**config.mk**
```make
export PLATFORM = sky130hd
export DESIGN_NAME = ifetch_queue
export DESIGN_NICKNAME = d
export VERILOG_FILES = /design/src/rtl/ifetch_queue.sv
export SDC_FILE = /design/constraint.sdc
export NUM_CORES = 1
export LEC_CHECK = 0
export ABC_AREA = 1
export CAP_MARGIN = 40
export CORE_ASPECT_RATIO = 2
export CORE_MARGIN = 2
export CORE_UTILIZATION = 55
export CTS_CLUSTER_DIAMETER = 50
export CTS_CLUSTER_SIZE = 16
export DETAILED_ROUTE_END_ITERATION = 7
export PLACE_DENSITY = 0.88
export SYNTH_ARGS = -nofsm -noshare
export SYNTH_HDL_FRONTEND = slang
export SYNTH_SLANG_ARGS = --single-unit
```
**constraint.sdc**
```tcl
create_clock -name clk_i -period 5.15 [get_ports clk_i]
set_input_delay 0.515 -clock clk_i [delete_from_list [all_inputs] [get_ports clk_i]]
set_output_delay 0.515 -clock clk_i [all_outputs]
set_load 0.01 [all_outputs]
```
**src/rtl/ifetch_queue.sv**
```systemverilog
// ifetch_queue: instruction fetch queue between the PC generator and the decoder.
//
// Accepts fetch PCs, issues instruction-memory requests (req/gnt + rvalid) and
// keeps PC/instruction pairs in an in-order queue that the decoder drains with a
// valid/ready handshake. A redirect (flush_i) discards queued and in-flight fetches.
//
// Ports:
//   clk_i, rstn_i                  clock, asynchronous active-low reset
//   pc_valid_i, pc_i, pc_ready_o   fetch PC handshake from the PC generator
//   flush_i                        redirect, drops queue and in-flight fetches
//   imem_req_o, imem_addr_o        memory request / address
//   imem_gnt_i                     request granted
//   imem_rvalid_i, imem_rdata_i,   read response (in grant order)
//   imem_err_i
//   inst_valid_o, inst_o,          head entry towards the decoder
//   inst_pc_o, inst_err_o,
//   inst_ready_i
module ifetch_queue #(
  parameter int unsigned DEPTH = 4
) (
  input  logic        clk_i,
  input  logic        rstn_i,
  input  logic        pc_valid_i,
  input  logic [31:0] pc_i,
  output logic        pc_ready_o,
  input  logic        flush_i,
  output logic        imem_req_o,
  output logic [31:0] imem_addr_o,
  input  logic        imem_gnt_i,
  input  logic        imem_rvalid_i,
  input  logic [31:0] imem_rdata_i,
  input  logic        imem_err_i,
  output logic        inst_valid_o,
  output logic [31:0] inst_o,
  output logic [31:0] inst_pc_o,
  output logic        inst_err_o,
  input  logic        inst_ready_i
);

  localparam int unsigned PW = $clog2(DEPTH);
  localparam int unsigned DW = $clog2(2 * DEPTH) + 1;
  localparam logic [31:0] Nop = 32'h0000_0013;

  // Slots are kept in three contiguous regions of a circular buffer:
  //   [r_rptr, r_fptr) FILLED, [r_fptr, r_wptr) ALLOC, the rest FREE.
  // Responses arrive in grant order and misaligned entries are only inserted when
  // no slot is ALLOC, so a single fill pointer always names the oldest ALLOC slot.
  logic [PW:0]       r_wptr;
  logic [PW:0]       r_fptr;
  logic [PW:0]       r_rptr;
  logic [DW-1:0]     r_drop_cnt;
  logic [31:0]       r_pc   [DEPTH];
  logic [31:0]       r_inst [DEPTH];
  logic [DEPTH-1:0]  r_err;

  logic [PW:0]   w_n_alloc;
  logic          w_full;
  logic          w_credit;
  logic          w_has_alloc;
  logic          w_aligned;
  logic          w_alloc;
  logic          w_mis;
  logic          w_drop_pend;
  logic          w_rv_drop;
  logic          w_fill;
  logic          w_rv_counted;
  logic          w_pop;
  logic [DW-1:0] w_drop_flush;

  assign w_n_alloc   = r_wptr - r_fptr;
  assign w_full      = (r_wptr[PW] != r_rptr[PW]) && (r_wptr[PW-1:0] == r_rptr[PW-1:0]);
  assign w_credit    = ~w_full;
  assign w_has_alloc = (r_wptr != r_fptr);
  assign w_aligned   = (pc_i[1:0] == 2'b00);

  assign imem_req_o  = rstn_i & pc_valid_i & w_aligned & w_credit & ~flush_i;
  assign imem_addr_o = pc_i;
  assign w_alloc     = imem_req_o & imem_gnt_i;
  // Misaligned PCs bypass memory; held off behind ALLOC slots to keep order.
  assign w_mis       = rstn_i & pc_valid_i & ~w_aligned & w_credit & ~w_has_alloc & ~flush_i;
  assign pc_ready_o  = w_alloc | w_mis;

  assign w_drop_pend  = (r_drop_cnt != '0);
  assign w_rv_drop    = imem_rvalid_i & w_drop_pend;
  assign w_fill       = imem_rvalid_i & ~w_drop_pend & w_has_alloc & ~flush_i;
  // An rvalid with nothing outstanding is a protocol violation and is ignored.
  assign w_rv_counted = imem_rvalid_i & (w_drop_pend | w_has_alloc);
  assign w_drop_flush = r_drop_cnt + {{(DW - PW - 1){1'b0}}, w_n_alloc}
                        - {{(DW - 1){1'b0}}, w_rv_counted};

  assign inst_valid_o = (r_rptr != r_fptr);
  assign inst_o       = r_inst[r_rptr[PW-1:0]];
  assign inst_pc_o    = r_pc[r_rptr[PW-1:0]];
  assign inst_err_o   = r_err[r_rptr[PW-1:0]];
  assign w_pop        = inst_valid_o & inst_ready_i & ~flush_i;

  always_ff @(posedge clk_i or negedge rstn_i) begin
    if (!rstn_i) begin
      r_wptr     <= '0;
      r_fptr     <= '0;
      r_rptr     <= '0;
      r_drop_cnt <= '0;
    end else if (flush_i) begin
      r_rptr     <= r_wptr;
      r_fptr     <= r_wptr;
      r_drop_cnt <= w_drop_flush;
    end else begin
      r_wptr <= r_wptr + {{PW{1'b0}}, (w_alloc | w_mis)};
      r_fptr <= r_fptr + {{PW{1'b0}}, (w_fill | w_mis)};
      r_rptr <= r_rptr + {{PW{1'b0}}, w_pop};
      if (w_rv_drop) begin
        r_drop_cnt <= r_drop_cnt - {{(DW - 1){1'b0}}, 1'b1};
      end
    end
  end

  always_ff @(posedge clk_i or negedge rstn_i) begin
    if (!rstn_i) begin
      for (int i = 0; i < DEPTH; i++) begin
        r_pc[i]   <= '0;
        r_inst[i] <= '0;
      end
      r_err <= '0;
    end else if (!flush_i) begin
      if (w_alloc) begin
        r_pc[r_wptr[PW-1:0]] <= pc_i;
      end
      if (w_mis) begin
        r_pc[r_wptr[PW-1:0]]   <= pc_i;
        r_inst[r_wptr[PW-1:0]] <= Nop;
        r_err[r_wptr[PW-1:0]]  <= 1'b1;
      end
      if (w_fill) begin
        r_inst[r_fptr[PW-1:0]] <= imem_err_i ? Nop : imem_rdata_i;
        r_err[r_fptr[PW-1:0]]  <= imem_err_i;
      end
    end
  end

endmodule

```
==> results of run 1 <==
layout by cell type (no fill, tap or decap), drive strengths merged, types with 3 or more instances in the layout:
master           n
nand3b          17
o22ai           65
ha              16
clkdlybuf4s50  170
xnor2            7
o21ai          230
clkinv           3
dfrtp          273
clkbuf          24
a21oi            3
nor2           147
buf             28
xor2             5
nand3          257
nand4            4
nand2          425
inv             50
kinds of logic (layout without fill, tap and decap cells):
family / Yosys count / in the layout
AO/OA/AOI/OAI: 300 / 300
XOR/XNOR: 12 / 12
adder cells (fa/ha/maj): 18 / 18
buffers and inverters: 210 / 277
flip-flops: 273 / 273
AND/OR/NAND/NOR: 851 / 851
path summary, 6_finish.rpt:
kind                             end       from  cells past startpoint
max                        inst_o[1]  r_rptr[0]                      4
min                         r_pc[82]   r_pc[82]                      2
max reg2reg                 r_pc[24]  r_wptr[0]                     12
min reg2reg                 r_pc[82]   r_pc[82]                      2
max in group asynchronous   r_pc[78]     rstn_i                      3
min in group asynchronous  r_inst[2]     rstn_i                      2
state kept, by name, indices dropped and copies added, names as in the netlist:
| register | count |
|---|---|
| r_rptr | 3 |
| r_fptr | 3 |
| r_inst | 128 |
| r_pc | 128 |
| r_drop_cnt | 4 |
| r_wptr | 3 |
| r_err | 4 |
area by class of cell:
class	count	area, um^2	area share
clock inverter	2	16.3	0.00105
sequential	273	6840	0.442
tap	287	359	0.0232
multi-input combinational	1181	5570	0.360
clock buffer	24	547	0.0353
timing repair buffer	199	1950	0.126
inverter	52	196	0.0127
critical path, cell delays in order (launching register included):
cell             delay [ns]
dfrtp_4                0.92
buf_4                  0.69
o21ai_0                0.23
o22ai_1                0.37
clkdlybuf4s50_1        0.61
power groups by stage:
| stage | Combinational (mW) | Clock, mW | Sequential, mW |
|---|---|---|---|
| 2_1_floorplan | 2.36 | 0 | 3.02 |
| 3_3_place_gp | 3.79 | 0 | 3.16 |
| 3_5_place_dp | 3.88 | 0 | 3.18 |
| 4_1_cts | 3.92 | 1.52 | 3.15 |
| 5_1_grt | 4.31 | 1.59 | 3.23 |
| 6_report | 3.91 | 1.50 | 3.17 |
timing repair:
item,4_1_cts,5_1_grt
setup endpoints to repair,0,0
hold buffers,1,0
resized for setup,0,0
hold endpoints to repair,54,0
per-layer routing:
layer	up-vias	global-route usage	wire [um]
met5	-	0	0
met4	0	0.155	1400
met3	99	0.0317	2720
met2	650	0.521	20100
met1	5848	0.350	13500
li1	5622	-	-
==> results_dict.tcl, run 1 <==
set metrics [dict create \
    final_util 0.647 \
    dieArea_um2 25800 \
    pwr-share-seq 0.369 \
    place_ws_ns 1.60 \
    cap_viol_max_count 0 \
    p_int_mw 5.19 \
    area_growth_pct 15.2 \
    finalWorstSetupSlack_ns 1.27 \
    rows 80 \
    cts-root-buf "clkbuf_16" \
    cts_made_buffers 21 \
    ys_top_cells_by_area "dfrtp_1 51%, nand2_1 12%, nand3_1 9.5%" \
    diodes 0 \
    die_w_um 115 \
    worst-path-max-fanout 69 \
    cts_sinks 273 \
    avgRoutedWirePerCell_um 18.7 \
    first_pass_iters 6 \
    crit_path_start_kind "flop" \
    final_cell_area_um2 15500 \
    syn_area_per_cell_um2 8.07 \
    yosysMostFrequentCell "nand2_1" \
    synth_nets 1754 \
    chipHeight_um 225 \
    p_sw_frac 0.395 \
    p_total_mw 8.58 \
    yosysWarnings 0 \
    synth-edff-count 0 \
    min_period_ns 3.88 \
    slew_headroom 0.404 \
    finalWeightedCongestion 0.906 \
    cellPowerDensity_nw_per_um2 554 \
    synth.largest_area_cell "dfrtp_1" \
    gr-usage-all-layers 0.295 \
    synth_cells 1664 \
    finalSetupViolations 0 \
    arrival_ns 3.36 \
    synth_common_cells "422 x nand2_1, 273 x dfrtp_1, 256 x nand3_1, 230 x o21ai_0, 143 x nor2_1" \
    clock_skew_ns 0.0138 \
    fill_cells 1952 \
    reg2reg_slack_ns 1.91 \
    drt_first_iter_violations 1311 \
    wirelength_mm 37.7 \
    seq_area_frac_synth 0.509 \
    max-vdd-ir-drop_uv 314 \
    antenna_left 0 \
    io_pins 172 \
    core_um2 23900 \
    fin_cells 2018 \
    period_share 0.753 \
    vias_per_cell 6.06 \
    clkLatencyLatePin_ns 0.52 \
    synth_flop_cell "dfrtp_1" \
    synth.distinct_cells 30 \
    dp.cells 1991 \
    setup-tns-final_ns 0 \
    hold_path.class "reg2reg" \
    clkTransAtPathRegs_ns 0.07 \
    required_ns 4.64 \
    dpl.hpwl_mm 23.3 \
    io_buffers 171 \
    remaining_drc_errors 0 \
    syn-cell-area_um2 13400 \
    synthSimpleGateAreaFrac 0.270 \
    worst_pin_slew_ns 0.894 \
    final_nets 1818 \
    muxShareOfSynthArea 0 \
    maxSlewViolCount 0 \
    synth_top_family_by_area "simple AND/OR/NAND/NOR gates" \
    grt_pass1_vias 12000 \
    grt_pass1_wl_mm 60.9 \
    postCtsSetupBuffers 0 \
    crit_path_end_kind "output pin" \
    crit_type "reg2out" \
    ys_async_sr_fraction 1.00 \
    fmax_mhz 258 \
    drive_gt1_frac 0.0416 \
    vias 12200 \
    grt-ovfl-total 0 \
    grt_antenna_before_repair 0 \
    synth_xor_area_frac 0.00782 \
    p_sw_mw 3.39 \
    power_frac_clock 0.175 \
    grt_max_degree 155 \
    start_util 0.561 \
    holdWs_ns 0.469 \
    p_leak_nw 7.54 \
    synth-seq-cells 273 \
    hold_viol 0 \
    outcome "finished clean" \
    cts_tree "done" \
    synth_compound_area_frac 0.118 \
    cts_buffer_depth 3 \
    synth_adder_area_share 0.0179 \
    synth.top_cell.area_share 0.509 \
    comb_power_share 0.456 \
    h-tree-depth 1 \
    placed_area_um2 14900 \
    rsz0062_at_grt "false" \
]
Note: power is estimated with default switching activity, not from simulation.
==> run 2, diff against run 1 <==
- clock period: 5.15 -> 4 ns (I/O delays scaled with it)
==> results_dict.tcl, run 2 (synthesis results as in run 1) <==
set metrics [dict create \
    gr-usage-all-layers 0.302 \
    avgRoutedWirePerCell_um 19.1 \
    worst_pin_slew_ns 0.884 \
    reg_top3 "r_inst (128), r_pc (128)" \
    p_total_mw 11.1 \
    cellPowerDensity_nw_per_um2 714 \
    wirelength_mm 38.8 \
    grt-ovfl-total 0 \
    final_common_cell "nand2_1" \
    hold_buffers 1 \
    place_ws_ns 0.991 \
    crit_path_end_kind "output pin" \
    p_leak_nw 7.61 \
    crit_path_start_kind "flop" \
    setup-tns-final_ns 0 \
    period_share 0.901 \
    start_util 0.561 \
    dieArea_um2 25800 \
    rsz0062_at_grt "false" \
    vias_per_cell 6.16 \
    cts_made_buffers 21 \
    drt_first_iter_violations 1316 \
    io_pins 172 \
    fmax_mhz 278 \
    outcome "finished clean" \
    finalWeightedCongestion 0.902 \
    drive_gt1_frac 0.0466 \
    antenna_left 0 \
    rows 80 \
    io_buffers 171 \
    grt_pass1_vias 12600 \
    vias 12500 \
    required_ns 3.60 \
    slew_headroom 0.410 \
    maxSlewViolCount 0 \
    max-vdd-ir-drop_uv 572 \
    min_period_ns 3.60 \
    cap_viol_max_count 0 \
    dpl.hpwl_mm 23.6 \
    crit_type "reg2out" \
    finalSetupViolations 0 \
    final_nets 1827 \
    cts_buffer_depth 3 \
    core_um2 23900 \
    cts-root-buf "clkbuf_16" \
    worst-path-max-fanout 30 \
    hold_path.class "in2async" \
    clkLatencyLatePin_ns 0.52 \
    die_w_um 115 \
    clock_skew_ns 0.0210 \
    cts_sinks 273 \
    grt_pass1_wl_mm 62.3 \
    finalWorstSetupSlack_ns 0.397 \
    grt_max_degree 81 \
    cts_tree "done" \
    final_cell_mix "422 x nand2_1, 271 x dfrtp_1, 256 x nand3_1, 230 x o21ai_0, 170 x clkdlybuf4s50_1" \
    remaining_drc_errors 0 \
    hold_viol 0 \
    clkTransAtPathRegs_ns 0.07 \
    grt_antenna_before_repair 0 \
    area_growth_pct 16.0 \
    arrival_ns 3.20 \
    chipHeight_um 225 \
    postCtsSetupBuffers 0 \
    diodes 0 \
    first_pass_iters 5 \
    h-tree-depth 1 \
    post_cts_resized 0 \
]
==> run 2: changes by cell type in the layout (fill, tap and decap cells not counted), sizes merged <==
cell	previous run	this run
buf	28	37
inv	50	51
clkinvlp	1	0
==> run 2: final timing paths <==
check	endpoint	start	slack (ns)	depth (start not counted)
min in group clk_i	r_inst[118]	imem_rdata_i[22]	0.46	3
min reg2reg	r_pc[37]	r_pc[37]	0.47	2
max	inst_err_o	r_rptr[1]	0.40	5
max in group asynchronous	r_inst[120]	rstn_i	1.71	5
max reg2reg	r_drop_cnt[2]	r_wptr[0]	0.99	15
min	r_inst[8]	rstn_i	0.39	2
==> run 2: per-stage QoR <==
stage	util	instance area (um^2)	std cells	hold WS (ns)
5_1_grt	0.651	15600	2027	0.449
4_1_cts	0.651	15600	2027	0.413
2_1_floorplan	-	13400	1664	0.104
3_5_place_dp	0.627	15000	2000	0.356
3_3_place_gp	0.625	14900	1998	0.357
6_report	0.651	15600	2027	0.388
==> run 2: metal layers <==
| metal | up-vias | GRT usage | share of wire |
|---|---|---|---|
| li1 | 5638 | - | - |
| met3 | 135 | 0.0312 | 0.071 |
| met5 | - | 0 | 0 |
| met4 | 0 | 0.182 | 0.054 |
| met1 | 6004 | 0.342 | 0.35 |
| met2 | 711 | 0.537 | 0.52 |
==> run 2: power by group <==
| part | total, mW | internal [mW] | leakage (nW) | switching [mW] |
|---|---|---|---|---|
| registers | 4.11 | 3.54 | 3.67 | 0.571 |
| logic | 5.10 | 2.21 | 3.66 | 2.89 |
| clock network | 1.92 | 0.970 | 0.280 | 0.954 |
| total | 11.1 | 6.72 | 7.61 | 4.41 |
==> run 2: cell type report <==
type                    instances  area, um^2
fillers                      1956        8340
flip-flops and latches        273        6840
multi-input cells            1181        5570
repair buffers                208        2050
clock buffers                  24         547
well taps                     287         359
inverters                      52         196
clock inverters                 2        25.0
==> run 2: critical path, stage by stage (launching register included) <==
cell             delay, ns
dfrtp_2               0.63
inv_2                 0.43
buf_4                 0.44
o21ai_0               0.16
o22ai_1               0.39
clkdlybuf4s50_1       0.63
==> run 3, diff against run 2 <==
- clock period: 4 -> 3.4 ns (I/O delays scaled with it)
==> results_dict.tcl, run 3 (synthesis results as in run 1) <==
set metrics [dict create \
    cts_buffer_depth 3 \
    drive_gt1_frac 0.0466 \
    cts_made_buffers 21 \
    cap_viol_max_count 0 \
    cts-root-buf "clkbuf_16" \
    outcome "finished clean" \
    grt_pass1_wl_mm 61.6 \
    area_growth_pct 16.4 \
    post_cts_resized 0 \
    gr-usage-all-layers 0.300 \
    final_cell_area_um2 15600 \
    path_buf_inv 2 \
    die_w_um 115 \
    wirelength_mm 38.4 \
    finalWeightedCongestion 0.848 \
    remaining_drc_errors 0 \
    worst_pin_slew_ns 1.03 \
    avgRoutedWirePerCell_um 18.9 \
    period_share 0.940 \
    core_um2 23900 \
    reg_top3 "r_inst (128), r_pc (128)" \
    grt_pass1_vias 12500 \
    required_ns 3.06 \
    final_cell_mix "422 x nand2_1, 271 x dfrtp_1, 256 x nand3_1, 230 x o21ai_0, 170 x clkdlybuf4s50_1" \
    vias 12400 \
    chipHeight_um 225 \
    fmax_mhz 313 \
    r2r-start "r_wptr[0]" \
    io_pins 172 \
    placed_area_um2 15100 \
    drt_first_iter_violations 1297 \
    clkLatencyLatePin_ns 0.52 \
    min_period_ns 3.20 \
    dpl.hpwl_mm 23.7 \
    r2r-end "r_drop_cnt[2]" \
    clock_skew_ns 0.0254 \
    clkTransAtPathRegs_ns 0.07 \
    cts_tree "done" \
    cts_sinks 273 \
    final_common_cell "nand2_1" \
    hold_buffers 1 \
    max_stage_delay_ns 0.57 \
    rows 80 \
    first_pass_iters 5 \
    worst-path-max-fanout 11 \
    dieArea_um2 25800 \
    critPathTopFamily "simple AND/OR/NAND/NOR gates" \
    p_total_mw 13.1 \
    top_layer_used "met4" \
    crit_path_start_kind "flop" \
    io_buffers 171 \
    reg2reg_slack_ns 0.37 \
    diodes 0 \
    hold_viol 0 \
    start_util 0.561 \
    grt_max_degree 189 \
    max-vdd-ir-drop_uv 722 \
    h-tree-depth 1 \
    vias_per_cell 6.10 \
    worst-r2r-cell-count 15 \
    cp_cell_sequence "inv_1 > ha_1 > nand2_1 > nand3b_2 > nor2_4 > nand2_2 > nand2_4 > clkdlybuf4s50_1" \
    crit_type "reg2out" \
    postCtsSetupBuffers 0 \
    routed-wl-met3_mm 2.53 \
    cellPowerDensity_nw_per_um2 838 \
    antenna_left 0 \
    maxSlewViolCount 0 \
    m1WireLength_mm 13.5 \
    rsz0062_at_grt "false" \
    crit_path_end_kind "output pin" \
    slowest_stage "clkdlybuf4s50_1" \
    dr_wl_met2_mm 20.5 \
    setup-tns-final_ns 0 \
    grt_antenna_before_repair 0 \
    slew_headroom 0.314 \
    hold_path.class "in2async" \
    p_leak_nw 7.63 \
    final_nets 1828 \
    finalSetupViolations 0 \
    grt-ovfl-total 0 \
    arrival_ns 2.86 \
]
[run 3: cell types whose count changed in the layout (fill, tap and decap cells not counted)]
cell	before	now
buf_12	1	5
buf_4	33	30
clkbuf_8	1	0
clkinv_8	1	0
inv_12	0	1
[run 3: final cells by class]
| cell class | count | area, um^2 |
|---|---|---|
| multi-input combinational | 1181 | 5570 |
| clock inverter | 2 | 25.0 |
| tap | 287 | 359 |
| fill | 1922 | 8290 |
| timing repair buffer | 209 | 2110 |
| sequential | 273 | 6840 |
| clock buffer | 23 | 533 |
| inverter | 52 | 196 |
[run 3: how the worst max path moves through the flow]
stage                     startpoint             to  cells past startpoint
after floorplan            r_wptr[0]  r_drop_cnt[2]                     16
after global placement     r_wptr[0]  r_drop_cnt[2]                     15
after detailed placement   r_wptr[0]  r_drop_cnt[2]                     15
after CTS                  r_wptr[0]     pc_ready_o                      8
after global routing       r_wptr[0]     pc_ready_o                      8
final                      r_wptr[0]     pc_ready_o                      8
[run 3: power breakdown]
| part | total, mW | switching (mW) | internal [mW] |
|---|---|---|---|
| combinational | 6.13 | 3.48 | 2.66 |
| sequential | 4.73 | 0.560 | 4.17 |
| clock | 2.24 | 1.12 | 1.12 |
| total | 13.1 | 5.16 | 7.94 |
[run 3: stage by stage]
stage / hold slack [ns] / instances / utilization / worst slack (ns)
floorplan: 0.0444 / 1664 / - / 0.687
global placement: 0.168 / 1999 / 0.627 / 0.484
detailed placement: 0.169 / 2001 / 0.630 / 0.414
CTS: 0.218 / 2027 / 0.653 / 0.192
global route: 0.246 / 2027 / 0.653 / 0.102
finish: 0.223 / 2027 / 0.653 / 0.203
[run 3: per-layer routing]
layer  global-route usage  vias up
li1                     -     5643
met1                0.343     5961
met2                0.533      630
met3               0.0339      131
met4                0.175        0
met5                    0        -
